==> config.mk <==
export PLATFORM = sky130hd
export DESIGN_NAME = lsu_mem_adapter_flat
export DESIGN_NICKNAME = d
export VERILOG_FILES = /design/src/rtl/lsu_mem_adapter_pkg.sv /design/src/rtl/lsu_mem_adapter_if.sv /design/src/rtl/lsu_mem_adapter_lane_align.sv /design/src/rtl/lsu_mem_adapter.sv /design/src/flat_wrapper.sv
export SDC_FILE = /design/constraint.sdc
export NUM_CORES = 1
export LEC_CHECK = 0
export ABC_CLOCK_PERIOD_IN_PS = 2800
export BUFFER_PORTS_ARGS = -buffer_cell sky130_fd_sc_hd__buf_4
export CORE_ASPECT_RATIO = 1.4
export CORE_MARGIN = 3
export CORE_UTILIZATION = 46
export CTS_BUF_LIST = sky130_fd_sc_hd__clkbuf_8
export CTS_CLUSTER_SIZE = 10
export DETAILED_ROUTE_END_ITERATION = 16
export PLACE_DENSITY_LB_ADDON = 0.15
export SYNTH_ARGS = -nofsm -noshare
export SYNTH_HDL_FRONTEND = slang
export SYNTH_SLANG_ARGS = --single-unit
==> constraint.sdc <==
create_clock -name clk -period 2.8 [get_ports clk]
set_input_delay 0.84 -clock clk [delete_from_list [all_inputs] [get_ports clk]]
set_output_delay 0.84 -clock clk [all_outputs]
set_load 0.03 [all_outputs]
==> src/rtl/lsu_mem_adapter_pkg.sv <==
// Shared types and constants for the load/store unit memory adapter.
package lsu_pkg;

  // Access size as encoded on req_size; SZ_X is the illegal encoding.
  typedef enum logic [1:0] {
    SZ_B = 2'b00,
    SZ_H = 2'b01,
    SZ_W = 2'b10,
    SZ_X = 2'b11
  } size_e;

  typedef enum logic [1:0] {
    IDLE  = 2'b00,
    ISSUE = 2'b01,
    WAIT  = 2'b10,
    RESP  = 2'b11
  } state_e;

  localparam int unsigned DEFAULT_TIMEOUT = 16;

  // True for requests that must be rejected without touching memory.
  function automatic logic is_illegal(input size_e size, input logic [1:0] adr_lo);
    case (size)
      SZ_B:    is_illegal = 1'b0;
      SZ_H:    is_illegal = adr_lo[0];
      SZ_W:    is_illegal = (adr_lo != 2'b00);
      default: is_illegal = 1'b1;
    endcase
  endfunction

endpackage

==> src/rtl/lsu_mem_adapter_if.sv <==
// Pipeline request/response and cache bus signals of the LSU adapter.
interface lsu_mem_adapter_if #(
  parameter int unsigned xlen = 32
);
  // pipeline request
  logic            req_valid;
  logic            req_ready;
  logic            req_we;
  logic [1:0]      req_size;
  logic            req_unsigned;
  logic [31:0]     req_adr;
  logic [xlen-1:0] req_wdata;
  // pipeline response
  logic            rsp_valid;
  logic            rsp_ready;
  logic [xlen-1:0] rsp_data;
  logic            rsp_error;
  // downstream cache
  logic            mem_r_v;
  logic            mem_w_v;
  logic [31:0]     mem_adr;
  logic [31:0]     mem_data;
  logic [3:0]      mem_strobe;
  logic [xlen-1:0] mem_resp;
  logic            mem_resp_valid;
  logic            mem_resp_error;

  // adapter view
  modport slave (
    input  req_valid, req_we, req_size, req_unsigned, req_adr, req_wdata,
    input  rsp_ready, mem_resp, mem_resp_valid, mem_resp_error,
    output req_ready, rsp_valid, rsp_data, rsp_error,
    output mem_r_v, mem_w_v, mem_adr, mem_data, mem_strobe
  );

  // pipeline + cache view
  modport master (
    output req_valid, req_we, req_size, req_unsigned, req_adr, req_wdata,
    output rsp_ready, mem_resp, mem_resp_valid, mem_resp_error,
    input  req_ready, rsp_valid, rsp_data, rsp_error,
    input  mem_r_v, mem_w_v, mem_adr, mem_data, mem_strobe
  );
endinterface

==> src/rtl/lsu_mem_adapter_lane_align.sv <==
// Byte-lane steering: store strobe/shift and load extract/extend.
module lsu_lane_align
  import lsu_pkg::*;
#(
  parameter int unsigned xlen = 32
) (
  input  size_e           size_i,
  input  logic [1:0]      adr_lo_i,
  input  logic            unsigned_i,
  input  logic [xlen-1:0] wdata_i,
  input  logic [31:0]     rdata_i,
  output logic [3:0]      strobe_o,
  output logic [31:0]     wdata_o,
  output logic [xlen-1:0] rdata_o
);

  logic [3:0]  base_strobe;
  logic [31:0] lane;

  // Store side: size mask and data moved up to the addressed byte lane.
  always_comb begin
    case (size_i)
      SZ_B:    base_strobe = 4'b0001;
      SZ_H:    base_strobe = 4'b0011;
      SZ_W:    base_strobe = 4'b1111;
      default: base_strobe = 4'b0000;
    endcase
    strobe_o = base_strobe << adr_lo_i;
    wdata_o  = wdata_i[31:0] << {adr_lo_i, 3'b000};
  end

  // Load side: bring the addressed lane down, truncate, then extend.
  always_comb begin
    lane    = rdata_i >> {adr_lo_i, 3'b000};
    rdata_o = '0;
    case (size_i)
      SZ_B: begin
        rdata_o      = (!unsigned_i && lane[7]) ? {xlen{1'b1}} : {xlen{1'b0}};
        rdata_o[7:0] = lane[7:0];
      end
      SZ_H: begin
        rdata_o       = (!unsigned_i && lane[15]) ? {xlen{1'b1}} : {xlen{1'b0}};
        rdata_o[15:0] = lane[15:0];
      end
      SZ_W: begin
        rdata_o       = (!unsigned_i && lane[31]) ? {xlen{1'b1}} : {xlen{1'b0}};
        rdata_o[31:0] = lane;
      end
      default: rdata_o = '0;
    endcase
  end

endmodule

==> src/rtl/lsu_mem_adapter.sv <==
// Adapts single-outstanding pipeline loads/stores to a word-addressed cache port.
module lsu_mem_adapter
  import lsu_pkg::*;
#(
  parameter int unsigned xlen    = 32,
  parameter int unsigned timeout = DEFAULT_TIMEOUT
) (
  input logic          clk,
  input logic          rst_n,
  lsu_mem_adapter_if.slave bus
);

  localparam int unsigned CW = $clog2(timeout + 1);

  state_e          state_q;
  logic            req_we_q;
  size_e           size_q;
  logic            uns_q;
  logic [1:0]      adr_lo_q;
  logic [CW-1:0]   cnt_q;
  logic            req_ready_q;
  logic            rsp_valid_q;
  logic            rsp_error_q;
  logic [xlen-1:0] rsp_data_q;
  logic            mem_r_v_q;
  logic            mem_w_v_q;
  logic [31:0]     mem_adr_q;
  logic [31:0]     mem_data_q;
  logic [3:0]      mem_strobe_q;

  size_e           al_size_d;
  logic [1:0]      al_adr_lo_d;
  logic            al_uns_d;
  logic [3:0]      al_strobe;
  logic [31:0]     al_wdata;
  logic [xlen-1:0] al_rdata;
  logic            req_illegal_d;

  // The single aligner serves the live request in IDLE (store lanes are
  // registered at acceptance) and the captured request afterwards (load extract).
  always_comb begin
    al_size_d     = (state_q == IDLE) ? size_e'(bus.req_size) : size_q;
    al_adr_lo_d   = (state_q == IDLE) ? bus.req_adr[1:0]      : adr_lo_q;
    al_uns_d      = (state_q == IDLE) ? bus.req_unsigned      : uns_q;
    req_illegal_d = is_illegal(size_e'(bus.req_size), bus.req_adr[1:0]);
  end

  lsu_lane_align #(.xlen(xlen)) u_align (
    .size_i     (al_size_d),
    .adr_lo_i   (al_adr_lo_d),
    .unsigned_i (al_uns_d),
    .wdata_i    (bus.req_wdata),
    .rdata_i    (bus.mem_resp[31:0]),
    .strobe_o   (al_strobe),
    .wdata_o    (al_wdata),
    .rdata_o    (al_rdata)
  );

  // Transaction FSM with registered handshake and cache outputs.
  always_ff @(posedge clk or negedge rst_n) begin
    if (!rst_n) begin
      state_q      <= IDLE;
      req_we_q     <= 1'b0;
      size_q       <= SZ_B;
      uns_q        <= 1'b0;
      adr_lo_q     <= '0;
      cnt_q        <= '0;
      req_ready_q  <= 1'b1;
      rsp_valid_q  <= 1'b0;
      rsp_error_q  <= 1'b0;
      rsp_data_q   <= '0;
      mem_r_v_q    <= 1'b0;
      mem_w_v_q    <= 1'b0;
      mem_adr_q    <= '0;
      mem_data_q   <= '0;
      mem_strobe_q <= '0;
    end else begin
      // cache outputs live for the ISSUE cycle only
      mem_r_v_q    <= 1'b0;
      mem_w_v_q    <= 1'b0;
      mem_adr_q    <= '0;
      mem_data_q   <= '0;
      mem_strobe_q <= '0;
      case (state_q)
        IDLE: begin
          if (bus.req_valid) begin
            req_we_q    <= bus.req_we;
            size_q      <= size_e'(bus.req_size);
            uns_q       <= bus.req_unsigned;
            adr_lo_q    <= bus.req_adr[1:0];
            req_ready_q <= 1'b0;
            if (req_illegal_d) begin
              state_q     <= RESP;
              rsp_valid_q <= 1'b1;
              rsp_error_q <= 1'b1;
              rsp_data_q  <= '0;
            end else begin
              state_q      <= ISSUE;
              mem_r_v_q    <= !bus.req_we;
              mem_w_v_q    <= bus.req_we;
              mem_adr_q    <= {bus.req_adr[31:2], 2'b00};
              mem_strobe_q <= al_strobe;
              mem_data_q   <= bus.req_we ? al_wdata : '0;
            end
          end
        end
        ISSUE: begin
          cnt_q <= '0;
          if (req_we_q) begin
            state_q     <= RESP;
            rsp_valid_q <= 1'b1;
            rsp_error_q <= 1'b0;
            rsp_data_q  <= '0;
          end else if (bus.mem_resp_valid) begin
            state_q     <= RESP;
            rsp_valid_q <= 1'b1;
            rsp_error_q <= bus.mem_resp_error;
            rsp_data_q  <= bus.mem_resp_error ? '0 : al_rdata;
          end else begin
            state_q <= WAIT;
          end
        end
        WAIT: begin
          if (bus.mem_resp_valid) begin
            state_q     <= RESP;
            rsp_valid_q <= 1'b1;
            rsp_error_q <= bus.mem_resp_error;
            rsp_data_q  <= bus.mem_resp_error ? '0 : al_rdata;
          end else if (cnt_q == CW'(timeout - 1)) begin
            state_q     <= RESP;
            rsp_valid_q <= 1'b1;
            rsp_error_q <= 1'b1;
            rsp_data_q  <= '0;
          end else begin
            cnt_q <= cnt_q + CW'(1);
          end
        end
        RESP: begin
          if (bus.rsp_ready) begin
            state_q     <= IDLE;
            rsp_valid_q <= 1'b0;
            rsp_error_q <= 1'b0;
            rsp_data_q  <= '0;
            req_ready_q <= 1'b1;
          end
        end
        default: state_q <= IDLE;
      endcase
    end
  end

  assign bus.req_ready  = req_ready_q;
  assign bus.rsp_valid  = rsp_valid_q;
  assign bus.rsp_error  = rsp_error_q;
  assign bus.rsp_data   = rsp_data_q;
  assign bus.mem_r_v    = mem_r_v_q;
  assign bus.mem_w_v    = mem_w_v_q;
  assign bus.mem_adr    = mem_adr_q;
  assign bus.mem_data   = mem_data_q;
  assign bus.mem_strobe = mem_strobe_q;

endmodule

==> src/flat_wrapper.sv <==
// flat-port wrapper written by rule: the top's interface ports become plain ports
module lsu_mem_adapter_flat import lsu_pkg::*;
#(
  parameter int unsigned xlen    = 32,
  parameter int unsigned timeout = DEFAULT_TIMEOUT
)
  (clk, rst_n, bus_req_valid, bus_req_we, bus_req_size, bus_req_unsigned, bus_req_adr, bus_req_wdata, bus_rsp_ready, bus_mem_resp, bus_mem_resp_valid, bus_mem_resp_error, bus_req_ready, bus_rsp_valid, bus_rsp_data, bus_rsp_error, bus_mem_r_v, bus_mem_w_v, bus_mem_adr, bus_mem_data, bus_mem_strobe);
  lsu_mem_adapter_if #(.xlen(xlen)) bus_i ();
  input logic clk;
  input logic rst_n;
  input wire logic [$bits(bus_i.req_valid)-1:0] bus_req_valid;
  input wire logic [$bits(bus_i.req_we)-1:0] bus_req_we;
  input wire logic [$bits(bus_i.req_size)-1:0] bus_req_size;
  input wire logic [$bits(bus_i.req_unsigned)-1:0] bus_req_unsigned;
  input wire logic [$bits(bus_i.req_adr)-1:0] bus_req_adr;
  input wire logic [$bits(bus_i.req_wdata)-1:0] bus_req_wdata;
  input wire logic [$bits(bus_i.rsp_ready)-1:0] bus_rsp_ready;
  input wire logic [$bits(bus_i.mem_resp)-1:0] bus_mem_resp;
  input wire logic [$bits(bus_i.mem_resp_valid)-1:0] bus_mem_resp_valid;
  input wire logic [$bits(bus_i.mem_resp_error)-1:0] bus_mem_resp_error;
  output wire logic [$bits(bus_i.req_ready)-1:0] bus_req_ready;
  output wire logic [$bits(bus_i.rsp_valid)-1:0] bus_rsp_valid;
  output wire logic [$bits(bus_i.rsp_data)-1:0] bus_rsp_data;
  output wire logic [$bits(bus_i.rsp_error)-1:0] bus_rsp_error;
  output wire logic [$bits(bus_i.mem_r_v)-1:0] bus_mem_r_v;
  output wire logic [$bits(bus_i.mem_w_v)-1:0] bus_mem_w_v;
  output wire logic [$bits(bus_i.mem_adr)-1:0] bus_mem_adr;
  output wire logic [$bits(bus_i.mem_data)-1:0] bus_mem_data;
  output wire logic [$bits(bus_i.mem_strobe)-1:0] bus_mem_strobe;
  assign bus_i.req_valid = bus_req_valid;
  assign bus_i.req_we = bus_req_we;
  assign bus_i.req_size = bus_req_size;
  assign bus_i.req_unsigned = bus_req_unsigned;
  assign bus_i.req_adr = bus_req_adr;
  assign bus_i.req_wdata = bus_req_wdata;
  assign bus_i.rsp_ready = bus_rsp_ready;
  assign bus_i.mem_resp = bus_mem_resp;
  assign bus_i.mem_resp_valid = bus_mem_resp_valid;
  assign bus_i.mem_resp_error = bus_mem_resp_error;
  assign bus_req_ready = bus_i.req_ready;
  assign bus_rsp_valid = bus_i.rsp_valid;
  assign bus_rsp_data = bus_i.rsp_data;
  assign bus_rsp_error = bus_i.rsp_error;
  assign bus_mem_r_v = bus_i.mem_r_v;
  assign bus_mem_w_v = bus_i.mem_w_v;
  assign bus_mem_adr = bus_i.mem_adr;
  assign bus_mem_data = bus_i.mem_data;
  assign bus_mem_strobe = bus_i.mem_strobe;
  lsu_mem_adapter #(.xlen(xlen), .timeout(timeout)) u_core (.clk(clk), .rst_n(rst_n), .bus(bus_i));
endmodule
==> results of run 1 <==
==> stage by stage <==
stage               power, mW  hold slack [ps]  instance area, sq um   util  setup slack (ps)
global placement         5.47              476                  7290  0.637              90.1
global route             7.66              474                  7750  0.677             -3.95
detailed placement       5.57              474                  7290  0.637              13.0
floorplan                4.45              469                  5460      -              39.8
finish                   7.25              434                  7750  0.677               117
CTS                      7.23              446                  7730  0.675              2.61
==> state kept, by name, indices dropped and copies added, names as in the netlist <==
register / flops
u_core.bus.mem_w_v: 1
u_core.bus.mem_adr: 30
u_core.bus.rsp_valid: 1
u_core.bus.req_ready: 1
u_core.bus.rsp_error: 1
u_core.bus.mem_data: 32
u_core.bus.mem_r_v: 1
u_core.adr_lo_q: 2
u_core.uns_q: 1
u_core.cnt_q: 5
u_core.size_q: 2
u_core.bus.rsp_data: 32
u_core.state_q: 2
u_core.bus.mem_strobe: 4
u_core.req_we_q: 1
==> final timing paths <==
path,from,endpoint,slack [ps],cells after the start
worst max-delay path,u_core.state_q[1],u_core.bus.rsp_data[23],120,9
worst min-delay path,rst_n,u_core.bus.mem_data[22],430,1
min in group clk,u_core.bus.rsp_data[28],u_core.bus.rsp_data[28],490,2
max in group asynchronous,rst_n,u_core.adr_lo_q[0],1670,2
worst max register to register,u_core.state_q[1],u_core.bus.rsp_data[23],120,9
worst min register to register,u_core.bus.rsp_data[28],u_core.bus.rsp_data[28],490,2
==> cells by family (layout without fill, tap and decap cells) <==
| group | count (synthesis) | after routing |
|---|---|---|
| AOI/OAI and AO/OA | 111 | 111 |
| xor gates and xnor gates | 2 | 2 |
| adders and majority gates | 11 | 11 |
| buffers and inverters | 44 | 277 |
| DFF | 116 | 116 |
| muxes | 49 | 49 |
| other | 1 | 2 |
| and+or+nand+nor | 176 | 176 |
==> power by group through the flow <==
stage                     clock network, mW  logic, mW  registers, mW
final                                  1.64       3.56           2.06
after CTS                              1.66       3.51           2.05
after floorplan                           0       2.10           2.35
after global routing                   1.74       3.84           2.08
after detailed placement                  0       3.49           2.08
after global placement                    0       3.39           2.08
==> worst max-delay path, stage by stage (launching register included) <==
cell and delay (ps):
dfrtp_1 420, inv_1 140, ha_4 200, mux2_2 390, ha_1 230, nor2_1 120, o211ai_1 130, a2111o_1 480
or3_1 420, o211ai_2 70
==> per-layer routing <==
layer	share of wire	wire length, microns	vias to the layer above
met2	0.52	8290	221
met3	0.075	1190	30
met1	0.38	5950	2335
li1	-	-	2243
met4	0.024	382	0
met5	0	0	-
==> Yosys cell counts (all sizes together), types with 2 or more instances <==
| master | instances |
|---|---|
| mux2 | 16 |
| inv | 8 |
| nand4 | 2 |
| o211ai | 9 |
| nor2 | 26 |
| o22ai | 9 |
| o21ai | 24 |
| mux2i | 33 |
| nand3 | 5 |
| buf | 20 |
| nand2 | 87 |
| a21oi | 26 |
| nor2b | 4 |
| a22oi | 10 |
| a32oi | 9 |
| and2 | 13 |
| nor3 | 2 |
| xor2 | 2 |
| clkbuf | 16 |
| a211oi | 8 |
| and3 | 32 |
| a32o | 7 |
| dfrtp | 115 |
| ha | 11 |
==> area by class of cell <==
type | instances | area [sq um] | share of cell area
clock inverter | 12 | 155 | 0.0200
inverter | 8 | 30.0 | 0.00387
tap | 144 | 180 | 0.0232
timing repair buffer | 237 | 1820 | 0.234
multi-input combinational | 351 | 2390 | 0.309
clock buffer | 20 | 275 | 0.0355
sequential | 116 | 2900 | 0.374
==> timing repair <==
action,4_1_cts,5_1_grt
resized for setup,1,8
pin swaps,0,1
gates cloned,0,0
setup endpoints to repair,7,39
==> results.toml, run 1 <==
[outcome]
outcome = "completed"

[synth]
ys_seq_area_frac = 0.532
syn_area_sq_um = 5460
netlist_instances = 510
yosysWarnings = 0
synth_edf_count = 0
netlist.area_leader.share = 0.527
synthSimpleGateAreaFrac = 0.151
synth-main-ff-cell = "dfrtp_1"
synth_compound_area_frac = 0.152
avgSynthCellArea_sq_um = 10.7
synthAdderAreaFrac = 0.0252
synthXorXnorAreaFrac = 0.00321
ys_ff_latch = 116
yosysTopAreaCell = "dfrtp_1"
async_reset_ff_frac = 1.00
ys_types = 51
synth_mux_area_frac = 0.0972
yosys-top-cells-area = "dfrtp_1 53%, nand2_1 6.0%, mux2i_1 5.7%"
synth_top_family_by_area = "compound AO/OA/AOI/OAI gates"

[drt]
routed_wl_mm = 15.8
drtPass1Iterations = 5
ant_nets = 0
drc = 0
wl_per_cell_microns = 17.8
vias = 4829
drt-initial-drc-count = 179
via_per_inst = 5.44

[clock_tree]
clkSinkCount = 116
clkLatencyLatePin_ps = 430
clock-root-buffer = "clkbuf_8"
cts_tree = "built"
htree_levels = 4
cts_buffers = 17
holdBufCountCts = 0
path_clk_slew_ps = 70
post-cts-setup-buffers = 0
clockBufferDepth = 2

[timing]
fin_crit_ps = 2680
final-max-slew-violation-count = 0
maxSlewHeadroom = 0.565
worstMarginPinSlew_ps = 652
max_freq_ghz = 0.373
finalCritPeriodShare = 0.958
fin_skew_ps = 10.7
setup_violations = 0
final_hold_viol_count = 0
setup_tns_ps = 0

[final_layout]
antenna_cells = 0
final_nets = 848
layout_commonest_cell = "buf_4"
layout_common_cells = "232 x buf_4, 115 x dfrtp_1, 86 x nand2_1, 32 x and3_1, 30 x mux2i_1"
fillCellCount = 864
instances_no_fill = 888
syn_to_final_growth_pct = 42.0
drive_gt1_frac = 0.415

[pwr]
power_frac_comb = 0.491
power_frac_clock = 0.226
netSwitchingFraction = 0.412
power.share.sequential = 0.284
p_int_mw = 4.26
p_per_area_nw_per_um2 = 935
ir_drop_mv = 0.697
power.leakage_nw = 4.09
power_switching_mw = 2.99

[grt]
met3_usage = 0.0641
gr-usage-met2 = 0.421
antenna_found_initial = 0
grtUsageTotal = 0.240
grt_remaining_overflow = 0
grt_pass1_wl_mm = 25.1
gr-usage-met1 = 0.283
grt_pass1_vias = 4919
grt_max_degree = 53
grt-busiest-layer = "met2"

[die]
core-area_sq_um = 11500
dieArea_sq_um = 13200
dieHeight_microns = 135
die_w_microns = 98.1
ios = 211
initial_core_util = 0.477
rows = 46

[placement]
numPortBuffers = 208
dp_hpwl_mm = 12.0
gp_congestion = 0.887
dp.cells = 856

[flow_run]
drv_cap = 0

[hold_path]
hp-class = "in2async"

[setup_path]
critPathKind = "reg2reg"
worstPathMaxFanout = 5
crit_required_ps = 3140
cp.arrival_ps = 3030
start_kind = "flop"
worstSetupEndpointType = "flop"
No activity file was read; power rests on OpenSTA's default activity.
==> run 2, diff against run 1 <==
--- a/config.mk
+++ b/config.mk
@@ -5,15 +5,15 @@
 export SDC_FILE = /design/constraint.sdc
 export NUM_CORES = 1
 export LEC_CHECK = 0
-export ABC_CLOCK_PERIOD_IN_PS = 2800
+export ABC_CLOCK_PERIOD_IN_PS = 2550
 export BUFFER_PORTS_ARGS = -buffer_cell sky130_fd_sc_hd__buf_4
 export CORE_ASPECT_RATIO = 1.4
-export CORE_MARGIN = 3
-export CORE_UTILIZATION = 46
+export CORE_UTILIZATION = 51
 export CTS_BUF_LIST = sky130_fd_sc_hd__clkbuf_8
 export CTS_CLUSTER_SIZE = 10
 export DETAILED_ROUTE_END_ITERATION = 16
 export PLACE_DENSITY_LB_ADDON = 0.15
+export SETUP_SLACK_MARGIN = 0.3
 export SYNTH_ARGS = -nofsm -noshare
 export SYNTH_HDL_FRONTEND = slang
 export SYNTH_SLANG_ARGS = --single-unit
==> constraint.sdc (replaced) <==
create_clock -name clk -period 2.55 [get_ports clk]
set_input_delay 0.765 -clock clk [delete_from_list [all_inputs] [get_ports clk]]
set_output_delay 0.765 -clock clk [all_outputs]
set_load 0.03 [all_outputs]
==> results.toml, run 2 (same netlist as run 1, synthesis figures left out) <==
[clock_tree]
clock-root-buffer = "clkbuf_8"
clkLatencyLatePin_ps = 430
clockBufferDepth = 2
cts_tree = "built"
htree_levels = 4
path_clk_slew_ps = 70
cts_buffers = 17
clkSinkCount = 116

[drt]
vias = 4992
drt-initial-drc-count = 243
drtPass1Iterations = 5
via_per_inst = 5.51
wl_per_cell_microns = 17.3
drc = 0
ant_nets = 0
routed_wl_mm = 15.7

[pwr]
ir_drop_mv = 0.739
finalPower_mw = 8.47
power.leakage_nw = 4.21
p_per_area_nw_per_um2 = 1050

[die]
core-area_sq_um = 10400
rows = 44
ios = 211
dieArea_sq_um = 11100
initial_core_util = 0.525
die_w_microns = 89.5
dieHeight_microns = 124

[setup_path]
worstPathMaxFanout = 8
slowest_delay_ps = 390
start_kind = "flop"
crit_required_ps = 2870
worstSetupEndpointType = "flop"
cp.arrival_ps = 2650
path_cells = "inv_2 -> ha_4 -> mux2_4 -> buf_4 -> ha_2 -> or2_4 -> nor2_1 -> nor2_4 -> a32o_1"
cpMaxStageDelayCell = "dfrtp_1"
critPathKind = "reg2reg"

[placement]
dpl_cell_area_sq_um = 7410
dp_hpwl_mm = 11.2
gp_congestion = 0.923
numPortBuffers = 208

[timing]
rsz0062_at_grt = "yes"
final_hold_viol_count = 0
fin_crit_ps = 2330
final-max-slew-violation-count = 0
finalCritPeriodShare = 0.915
maxSlewHeadroom = 0.683
fin_skew_ps = 10.1
setup_violations = 0
max_freq_ghz = 0.429
worstMarginPinSlew_ps = 462

[final_layout]
stdcell_area_sq_um = 8070
layout_common_cells = "247 x buf_4, 115 x dfrtp_1, 85 x nand2_1, 32 x and3_1"
drive_gt1_frac = 0.460
layout_commonest_cell = "buf_4"
syn_to_final_growth_pct = 47.8
final_nets = 872
antenna_cells = 0

[grt]
antenna_found_initial = 0
grt_max_degree = 43
grt_remaining_overflow = 0
grtUsageTotal = 0.288
grt_pass1_vias = 5046
grt_pass1_wl_mm = 24.4

[hold_path]
hp-class = "in2async"

[flow_run]
drv_cap = 0

[outcome]
outcome = "completed"
## run 2: changes by cell type in the layout (fill, tap and decap cells not counted), sizes merged
cell / previous run / this run
clkinv: 4 / 10
bufinv: 3 / 0
buf: 237 / 260
inv: 9 / 8
clkbuf: 20 / 19
## run 2: cell type report
type,count,area (sq um)
Clock inverter,14,91.3
Clock buffer,18,248
Inverter,8,33.8
Multi-Input combinational cell,351,2510
Fill cell,696,2340
Tap cell,138,173
Sequential cell,116,2900
Timing Repair Buffer,261,2110
## run 2: per-stage QoR
stage,setup slack [ps],std cells,hold WS [ps],utilization,setup TNS [ps]
5_1_grt,119,906,304,0.775,0
4_1_cts,264,898,292,0.762,0
3_5_place_dp,-69.4,856,468,0.712,-380
3_3_place_gp,-7.47,856,471,0.712,-9.60
2_1_floorplan,1.43,511,469,-,0
6_report,216,906,278,0.775,0
## run 2: worst max-delay path, delay by kind of cell (launching register included)
| family | cells | cell delay, ps |
|---|---|---|
| mux | 1 | 330 |
| fa+ha+maj | 2 | 390 |
| simple gates | 3 | 570 |
| flops | 1 | 390 |
| compound gates | 1 | 270 |
| buf+inv | 2 | 260 |
## run 2: layer usage
metal / share of wire / global-route usage
met5: 0 / 0
met4: 0.036 / 0.125
met2: 0.52 / 0.505
met1: 0.37 / 0.329
met3: 0.073 / 0.0590
## run 2: final timing paths
kind                                      startpoint                     end  slack (ps)  cells after the start
max in group asynchronous                      rst_n  u_core.bus.mem_adr[31]        1660                      2
worst min-delay path                           rst_n  u_core.bus.mem_adr[18]         280                      1
min in group clk                u_core.bus.rsp_error    u_core.bus.rsp_error         490                      1
worst max register to register     u_core.state_q[0]  u_core.bus.rsp_data[1]         220                      9
worst max-delay path               u_core.state_q[0]  u_core.bus.rsp_data[1]         220                      9
worst min register to register  u_core.bus.rsp_error    u_core.bus.rsp_error         490                      1
## run 2: timing repair
action / in CTS / in global routing
buffers inserted: 9 / 7
pin swaps: 5 / 6
endpoints found under the setup margin: 53 / 42
gates resized for setup: 22 / 18
hold buffers: 0 / 0
gates cloned: 1 / 1
## run 2: power breakdown
group          total, mW  switching, mW  leakage (nW)  internal, mW
combinational       4.77           2.63          2.45          2.14
sequential          2.25          0.156          1.59          2.09
clock               1.45          0.761         0.175         0.684
==> run 3, diff against run 2 <==
--- a/config.mk
+++ b/config.mk
@@ -8,7 +8,7 @@
 export ABC_CLOCK_PERIOD_IN_PS = 2550
 export BUFFER_PORTS_ARGS = -buffer_cell sky130_fd_sc_hd__buf_4
 export CORE_ASPECT_RATIO = 1.4
-export CORE_UTILIZATION = 51
+export CORE_UTILIZATION = 52
 export CTS_BUF_LIST = sky130_fd_sc_hd__clkbuf_8
 export CTS_CLUSTER_SIZE = 10
 export DETAILED_ROUTE_END_ITERATION = 16
@@ -16,4 +16,5 @@
 export SETUP_SLACK_MARGIN = 0.3
 export SYNTH_ARGS = -nofsm -noshare
 export SYNTH_HDL_FRONTEND = slang
+export SYNTH_HIERARCHICAL = 1
 export SYNTH_SLANG_ARGS = --single-unit
==> results.toml, run 3 <==
[outcome]
outcome = "completed"

[placement]
dpl_cell_area_sq_um = 7820
dp.cells = 925
numPortBuffers = 208
gp_congestion = 0.892
dp_hpwl_mm = 11.8

[grt]
antenna_found_initial = 0
grt_max_degree = 42
grt_remaining_overflow = 0
grtUsageTotal = 0.280
grt_pass1_vias = 4853
grt_pass1_wl_mm = 25.2

[drt]
routed_wl_mm = 16.9
drtPass1Iterations = 4
wl_met1_mm = 6.38
vias = 5125
wl_met3_mm = 1.28
ant_nets = 0
via_per_inst = 5.28
wl_per_cell_microns = 17.4
drt-initial-drc-count = 235
dr.max_layer_used = "met4"
wl_met2_mm = 8.75
drc = 0

[clock_tree]
clkSinkCount = 116
clkLatencyLatePin_ps = 440
clockBufferDepth = 2
htree_levels = 4
path_clk_slew_ps = 80
clock-root-buffer = "clkbuf_8"
cts_buffers = 17
cts_tree = "built"
holdBufCountCts = 0

[setup_path]
crit_required_ps = 2900
start_kind = "flop"
regToRegSetupSlack_ps = 110
critPathKind = "reg2reg"
cp.arrival_ps = 2790
worstPathMaxFanout = 8
worstSetupEndpointType = "flop"

[final_layout]
final_nets = 929
layout_commonest_cell = "buf_4"
stdcell_area_sq_um = 8440
utilization = 0.744
drive_gt1_frac = 0.397
antenna_cells = 0
layout_common_cells = "237 x buf_4, 115 x dfrtp_1, 68 x mux2i_1, 64 x nand2_1, 45 x and2_1"
instances_no_fill = 970
syn_to_final_growth_pct = 39.4

[die]
dieArea_sq_um = 12100
core-area_sq_um = 11300
initial_core_util = 0.534
ios = 211
dieHeight_microns = 130
rows = 46
die_w_microns = 93.2

[timing]
final-max-slew-violation-count = 0
final_hold_viol_count = 0
rsz0062_at_grt = "yes"
worstMarginPinSlew_ps = 666
maxSlewHeadroom = 0.555
fin_skew_ps = 11.3
finalCritPeriodShare = 0.957
fin_crit_ps = 2440
max_freq_ghz = 0.410
setup_violations = 0
whs_ps = 316

[pwr]
power.leakage_nw = 4.36
p_per_area_nw_per_um2 = 1080
ir_drop_mv = 0.837
finalPower_mw = 9.15

[synth]
netlist_instances = 591
async_reset_ff_frac = 1.00
yosysTopAreaCell = "dfrtp_1"
yosysWarnings = 6
ys_ff_latch = 116
synth.top_cells.by_count = "115 x dfrtp_1, 68 x mux2i_1, 64 x nand2_1"
synth-main-ff-cell = "dfrtp_1"
yosys-top-cells-area = "dfrtp_1 48%, mux2i_1 11%, and2_1 4.7%"
ys_types = 43
yosys.cell_count.top_type = "dfrtp_1"
avgSynthCellArea_sq_um = 10.2
synth_edf_count = 0
ys_seq_area_frac = 0.480
syn_area_sq_um = 6050
netlist.area_leader.share = 0.475

[hold_path]
hp-class = "in2async"

[flow_run]
drv_cap = 0
==> run 3: final timing paths <==
| check | from | to | depth (start not counted) |
|---|---|---|---|
| max in group asynchronous | rst_n | u_core/bus.rsp_data[23] | 2 |
| worst min-delay path | rst_n | u_core/bus.mem_adr[25] | 1 |
| min in group clk | u_core/cnt_q[4] | u_core/cnt_q[4] | 2 |
| worst max register to register | u_core/state_q[1] | u_core/bus.rsp_data[18] | 12 |
| worst max-delay path | u_core/state_q[1] | u_core/bus.rsp_data[18] | 12 |
| worst min register to register | u_core/cnt_q[4] | u_core/cnt_q[4] | 2 |
==> run 3: cell families after synthesis <==
group                    after synthesis  synth area share
XOR/XNOR                               2           0.00289
multiplexers                          89             0.155
adder cells (fa/ha/maj)               10            0.0207
AO/OA/AOI/OAI                         87             0.102
other                                  1          0.000619
buffers and inverters                 88            0.0717
AND/OR/NAND/NOR                      198             0.167
flip-flops                           116             0.480
==> run 3: what timing repair did <==
item / in CTS / in global routing
setup endpoints to repair: 72 / 34
pin swaps: 5 / 1
setup buffers: 9 / 2
cloned: 2 / 0
gates resized for setup: 5 / 6
==> run 3: routing by layer <==
layer / track usage / vias to the layer above
met3: 0.0575 / 29
met1: 0.332 / 2432
met2: 0.488 / 253
met5: 0 / -
met4: 0.127 / 0
li1: - / 2411
==> run 3: layout make-up <==
type,count,area [sq um]
inverter,46,178
sequential,116,2900
timing repair buffer,243,1900
clock buffer,18,248
multi-input combinational,389,2820
clock inverter,14,210
fill,795,2900
tap,144,180
==> run 3: stage by stage <==
stage	TNS (ps)	setup WS, ps
after floorplan	0	40.7
after global placement	-1.00	-1.00
after detailed placement	-262	-57.6
after CTS	0	192
after global routing	0	31.1
final	0	110
==> run 3: power breakdown <==
part / total (mW) / internal (mW) / switching (mW)
Sequential: 2.20 / 2.08 / 0.125
Clock: 1.96 / 1.18 / 0.778
Combinational: 4.99 / 2.19 / 2.79
Total: 9.15 / 5.45 / 3.70
==> run 3: worst max-delay path: stages (launching register included) <==
cell	delay, ps
dfrtp_1	400
inv_2	90
ha_4	190
mux2_4	330
inv_4	70
ha_4	130
or3b_4	380
o22ai_4	140
a31oi_4	70
clkbuf_16	200
a21oi_2	120
nand2_1	60
mux2i_1	160
